===== src/rtl/seg_led_scan.sv =====
// Binary-to-BCD conversion with a sequential double-dabble engine, plus a time-multiplexed
// digit scanner. Leading-zero blanking is enabled with the SEG_LED_SCAN_BLANK_EN macro.

// Double-dabble nibble adjust: add 3 to a nibble that is 5 or more, before the shift.
module seg_led_scan_nib (
  input  logic [3:0] nib_i,
  output logic [3:0] nib_o
);
  assign nib_o = (nib_i >= 4'd5) ? nib_i + 4'd3 : nib_i;
endmodule

module seg_led_scan #(
  parameter int DATA_W   = 20,
  parameter int DIGITS   = 6,
  parameter int SCAN_DIV = 50000
) (
  input  logic              sys_clk,
  input  logic              sys_rst_n,
  input  logic [DATA_W-1:0] in_data,
  input  logic              in_valid,
  output logic              in_ready,
  output logic [3:0]        data_disp,
  output logic [DIGITS-1:0] seg_sel,
  output logic              busy
);
  localparam int CNT_W  = $clog2(DATA_W + 1);
  localparam int SCAN_W = $clog2(SCAN_DIV);
  localparam int IDX_W  = (DIGITS > 1) ? $clog2(DIGITS) : 1;

  function automatic longint unsigned pow10(input int n);
    longint unsigned r = 1;
    for (int k = 0; k < n; k++) r = r * 10;
    return r;
  endfunction

  // Saturation only applies when the input range can exceed the displayable range.
  localparam longint unsigned MAX_L = pow10(DIGITS) - 1;
  localparam bit SAT_EN = (DATA_W >= 64) || (((64'd1 << DATA_W) - 64'd1) > MAX_L);
  localparam logic [DATA_W-1:0] MAX_W = DATA_W'(MAX_L);

  typedef enum logic [1:0] {IDLE, SHIFT, DONE} state_t;

  state_t                   state_q, state_d;
  logic [DATA_W-1:0]        op_q, op_d;
  logic [DIGITS-1:0][3:0]   scr_q, scr_d, adj;
  logic [DIGITS-1:0][3:0]   bcd_q, bcd_d;
  logic [CNT_W-1:0]         cnt_q, cnt_d;
  logic                     rdy_q, rdy_d;
  logic                     busy_q, busy_d;

  logic [SCAN_W-1:0]        scnt_q, scnt_d;
  logic [IDX_W-1:0]         idx_q, idx_d;
  logic [DIGITS-1:0]        sel_q, sel_d;
  logic [3:0]               disp_q, disp_d;
  logic [DIGITS-1:0]        blank;
  logic                     tick;

  genvar g;
  generate
    for (g = 0; g < DIGITS; g++) begin : g_nib
      seg_led_scan_nib u_nib (.nib_i(scr_q[g]), .nib_o(adj[g]));
    end
  endgenerate

  // ---------------- converter ----------------
  always_comb begin
    state_d = state_q;
    op_d    = op_q;
    scr_d   = scr_q;
    cnt_d   = cnt_q;
    bcd_d   = bcd_q;
    rdy_d   = rdy_q;
    case (state_q)
      IDLE: begin
        if (in_valid && rdy_q) begin
          op_d    = (SAT_EN && (in_data > MAX_W)) ? MAX_W : in_data;
          scr_d   = '0;
          cnt_d   = '0;
          rdy_d   = 1'b0;
          state_d = SHIFT;
        end
      end
      SHIFT: begin
        {scr_d, op_d} = {adj, op_q} << 1;
        cnt_d = cnt_q + 1'b1;
        if (cnt_q == CNT_W'(DATA_W - 1)) state_d = DONE;
      end
      DONE: begin
        bcd_d   = scr_q;
        rdy_d   = 1'b1;
        state_d = IDLE;
      end
      default: begin
        rdy_d   = 1'b1;
        state_d = IDLE;
      end
    endcase
    busy_d = ~rdy_d;
  end

  always_ff @(posedge sys_clk or negedge sys_rst_n) begin
    if (!sys_rst_n) begin
      state_q <= IDLE;
      op_q    <= '0;
      scr_q   <= '0;
      cnt_q   <= '0;
      bcd_q   <= '0;
      rdy_q   <= 1'b1;
      busy_q  <= 1'b0;
    end else begin
      state_q <= state_d;
      op_q    <= op_d;
      scr_q   <= scr_d;
      cnt_q   <= cnt_d;
      bcd_q   <= bcd_d;
      rdy_q   <= rdy_d;
      busy_q  <= busy_d;
    end
  end

  // ---------------- blanking ----------------
  // Digit i blanks when it and every more-significant digit are zero; digit 0 never blanks.
`ifdef SEG_LED_SCAN_BLANK_EN
  logic lead;
  always_comb begin
    blank = '0;
    lead  = 1'b1;
    for (int i = DIGITS - 1; i >= 1; i--) begin
      lead     = lead && (bcd_q[i] == 4'd0);
      blank[i] = lead;
    end
  end
`else
  assign blank = '0;
`endif

  // ---------------- scan ----------------
  // idx_q names the digit to show on the next tick, so the first tick after reset lights digit 0.
  assign tick = (scnt_q == SCAN_W'(SCAN_DIV - 1));

  always_comb begin
    scnt_d = tick ? '0 : scnt_q + 1'b1;
    idx_d  = idx_q;
    sel_d  = sel_q;
    disp_d = disp_q;
    if (tick) begin
      idx_d  = (idx_q == IDX_W'(DIGITS - 1)) ? '0 : idx_q + 1'b1;
      sel_d  = ~({{(DIGITS-1){1'b0}}, 1'b1} << idx_q);
      disp_d = blank[idx_q] ? 4'hF : bcd_q[idx_q];
    end
  end

  always_ff @(posedge sys_clk or negedge sys_rst_n) begin
    if (!sys_rst_n) begin
      scnt_q <= '0;
      idx_q  <= '0;
      sel_q  <= '1;
      disp_q <= 4'h0;
    end else begin
      scnt_q <= scnt_d;
      idx_q  <= idx_d;
      sel_q  <= sel_d;
      disp_q <= disp_d;
    end
  end

  assign in_ready  = rdy_q;
  assign busy      = busy_q;
  assign seg_sel   = sel_q;
  assign data_disp = disp_q;

endmodule


===== config.mk =====
export PLATFORM = sky130hd
export DESIGN_NAME = seg_led_scan
export DESIGN_NICKNAME = d
export VERILOG_FILES = /design/src/rtl/seg_led_scan.sv
export SDC_FILE = /design/constraint.sdc
export NUM_CORES = 1
export LEC_CHECK = 0
export CAP_MARGIN = 10
export CORE_MARGIN = 2
export CORE_UTILIZATION = 35
export DETAILED_ROUTE_END_ITERATION = 12
export PLACE_DENSITY = 0.59
export SYNTH_ARGS = -nofsm -noshare
export SYNTH_HDL_FRONTEND = slang
export SYNTH_SLANG_ARGS = --single-unit

===== constraint.sdc =====
create_clock -name sys_clk -period 2.8 [get_ports sys_clk]
set_clock_uncertainty 0.2 [all_clocks]
set_input_delay 0.7 -clock sys_clk [delete_from_list [all_inputs] [get_ports sys_clk]]
set_output_delay 0.7 -clock sys_clk [all_outputs]
set_load 0.02 [all_outputs]

==> flow_metrics.env <==
export IMPL_rows=43
export IMPL_antenna_found_initial=0
export IMPL_netlist_instances=432
export IMPL_port_buffers=34
export IMPL_dp_hpwl_um=6813
export IMPL_clk_pin_slew_ps=70
export IMPL_yosysTopAreaCell="dfrtp_1"
export IMPL_insertion_delay_ps=350
export IMPL_clockBufferDepth=2
export IMPL_critPathLaunchType="flip-flop"
export IMPL_hp_class="in -> async"
export IMPL_maxCapViolCount=0
export IMPL_path_cells="clkdlybuf4s50_1"
export IMPL_yosysWarnings=0
export IMPL_setup_worst_path_end_class="primary output"
export IMPL_cts_sinks=106
export IMPL_synth_edf_count=0
export IMPL_final_common_cell="dfrtp_1"
export IMPL_ant_nets=0
export IMPL_async_flop_share_pct=100.0
export IMPL_root_buffer="clkbuf_16"
export IMPL_nets=503
export IMPL_synth_cell_types=49
export IMPL_dr_pass1_iters=4
export IMPL_nFillCells=1324
export IMPL_synth_mux_area_share_pct=10.71
export IMPL_syn_num_nets=470
export IMPL_cts_max_level=3
export IMPL_holdBufCountCts=0
export IMPL_rr_startpoint="scnt_q[0]"
export IMPL_synthTopCellsByArea="dfrtp_1, mux2_2, ha_1, dfstp_2, o21ai_0"
export IMPL_crit_buf_inv=1
export IMPL_max_slew_margin_pct=50.03
export IMPL_yosysSeqAreaShare_pct=53.24
export IMPL_peakVddDrop_mv=0.5813
export IMPL_cp_top_family="buffers and inverters"
export IMPL_boundaryPins=35
export IMPL_postCtsSetupRepairBufs=0
export IMPL_crit_path_max_incr_delay_ps=610
export IMPL_grt_max_degree=46
export IMPL_r2r_cells=5
export IMPL_power_leakage_nw=2.615
export IMPL_die_w_um=123.5
export IMPL_final_core_util_pct=42.04
export IMPL_grt_setup_unrepaired="false"
export IMPL_final_cell_mix="dfrtp_1, clkdlybuf4s50_1, mux2_2, o21ai_0, nand2_1"
export IMPL_setup_violations=0
export IMPL_grt_pass1_wl_um=17060
export IMPL_yosys_area_share_xor_xnor_pct=3.504
export IMPL_drt_iter0_drc=203
export IMPL_diodes=0
export IMPL_core_um2=13930
export IMPL_cts_resized=0
export IMPL_finalWirelength_um=9887
export IMPL_synth_compound_area_share_pct=13.79
export IMPL_startpoint="in_ready"
export IMPL_cp_required_ps=1900
export IMPL_crit_fanout=5
export IMPL_grt_pass1_vias=3459
export IMPL_viasPerCell=5.186
export IMPL_yosys_area_share_simple_pct=11.29
export IMPL_final_setup_tns_ps=0
export IMPL_globalplace_congestion=0.7607
export IMPL_synth_area_um2=4999
export IMPL_netlist_area_leader_share_pct=49.56
export IMPL_fin_crit_ps=2421
export IMPL_drc=0
export IMPL_areaGrowthSynthToFinish_pct=17.20
export IMPL_outcome="finished, final reports clean"
export IMPL_via_count=3371
export IMPL_fin_crit_sh_pct=86.47
export IMPL_grt_remaining_overflow=0
export IMPL_cts_tree="built"
export IMPL_tightestPinTransition_ps=749.5
export IMPL_crit_slowest_cell="clkdlybuf4s50_1"
export IMPL_worstSetupPathType="reg -> out"
export IMPL_avgRoutedWirePerCell_um=15.21
export IMPL_rr_endpoint="data_disp[0]"
export IMPL_reg2reg_slack_ps=530
export IMPL_slew_viol_final=0
export IMPL_track_usage_pct=14.35
export IMPL_synth_top_family_by_area="compound AO/OA/AOI/OAI gates"
export IMPL_start_util_pct=35.87
export IMPL_ys_seq_elements=106
export IMPL_synthAdderAreaFrac_pct=3.755
export IMPL_cellPowerDensity_nw_per_um2=895.2
export IMPL_drive_above_1_share_pct=14.89
export IMPL_hold_viol_final=0
export IMPL_synth_avg_cell_area_um2=11.57
export IMPL_max_clock_freq_ghz=0.4130
export IMPL_fp_dieH_um=123.5
export IMPL_cp_arrival_ps=1520
export IMPL_dieArea_um2=15250
export IMPL_ys_flop_type="dfrtp_1"
export IMPL_cts_made_buffers=9
registers in the layout (all words and copies together), names as in the netlist, 3 cells and up:
signal and cells:
cnt_q 5, op_q 20, scnt_q 16, scr_q 24
idx_q 3, seg_sel 6, data_disp 4, bcd_q 24
metrics by stage:
| step | hold slack [ps] | area, um^2 | total power [W] | setup WS, ps | std cells |
|---|---|---|---|---|---|
| CTS | 155.8 | 5858 | 0.005310 | 360.9 | 650 |
| detailed placement | 264.3 | 5565 | 0.004042 | 169.9 | 634 |
| global route | 188.8 | 5858 | 0.005633 | 333.3 | 650 |
| floorplan | 204.4 | 4999 | 0.003516 | 686.4 | 432 |
| finish | 131.4 | 5858 | 0.005244 | 378.8 | 650 |
| global placement | 252.6 | 5565 | 0.003975 | 210.4 | 634 |
synthesized netlist by cell type (3+ instances only):
library cell,number
dfrtp_1,99
mux2_2,28
o21ai_0,27
nand2_1,25
nor2_1,24
inv_1,19
clkbuf_1,16
ha_1,15
a22o_1,14
mux2i_1,13
a21oi_1,12
o22ai_1,12
nand2b_1,11
xnor2_1,10
xor2_1,10
a21o_1,9
nand4_1,9
dfstp_2,7
a22oi_1,6
a32o_1,5
nand3_1,5
o31ai_1,5
a31oi_1,4
mux4_2,4
nor3_1,4
nor3b_1,4
and3_1,3
and4_1,3
buf_2,3
nor2b_1,3
worst max-delay path by stage:
| stage | endpoint | slack (ps) | cells after the start |
|---|---|---|---|
| 2_1_floorplan | op_q[17] | 690 | 6 |
| 3_3_place_gp | op_q[17] | 210 | 5 |
| 3_5_place_dp | op_q[17] | 170 | 5 |
| 4_1_cts | in_ready | 360 | 1 |
| 5_1_grt | in_ready | 330 | 1 |
| 6_report | in_ready | 380 | 1 |
per-layer routing:
layer	global-route usage (%)	wire length [um]	vias to the layer above
li1	-	-	1637
met1	19.91	4932	1656
met2	21.77	4436	66
met3	3.459	350	12
met4	5.327	168	0
met5	0	0	-
logic make-up (layout without fill, tap and decap cells):
kind of cell    after synthesis  in the layout
flops                       106            106
fa+ha+maj                    15             15
simple gates                103            103
buf+inv                      41             79
xor+xnor                     20             20
compound gates              102            102
mux                          45             45
report_power, final:
group          switching [W]  internal (W)
clock               0.000559      0.000678
sequential          0.000343       0.00195
combinational       0.000886      0.000826
cell type report:
cell class,instances,area [um^2],share of cell area [%]
Tap cell,180,225.2,3.845
Clock buffer,13,270.3,4.613
Sequential cell,106,2661,45.43
Multi-Input combinational cell,285,2157,36.82
Clock inverter,3,22.52,0.3845
Inverter,19,71.32,1.217
Timing Repair Buffer,44,450.4,7.689
No activity file was read; power rests on OpenSTA's default activity.
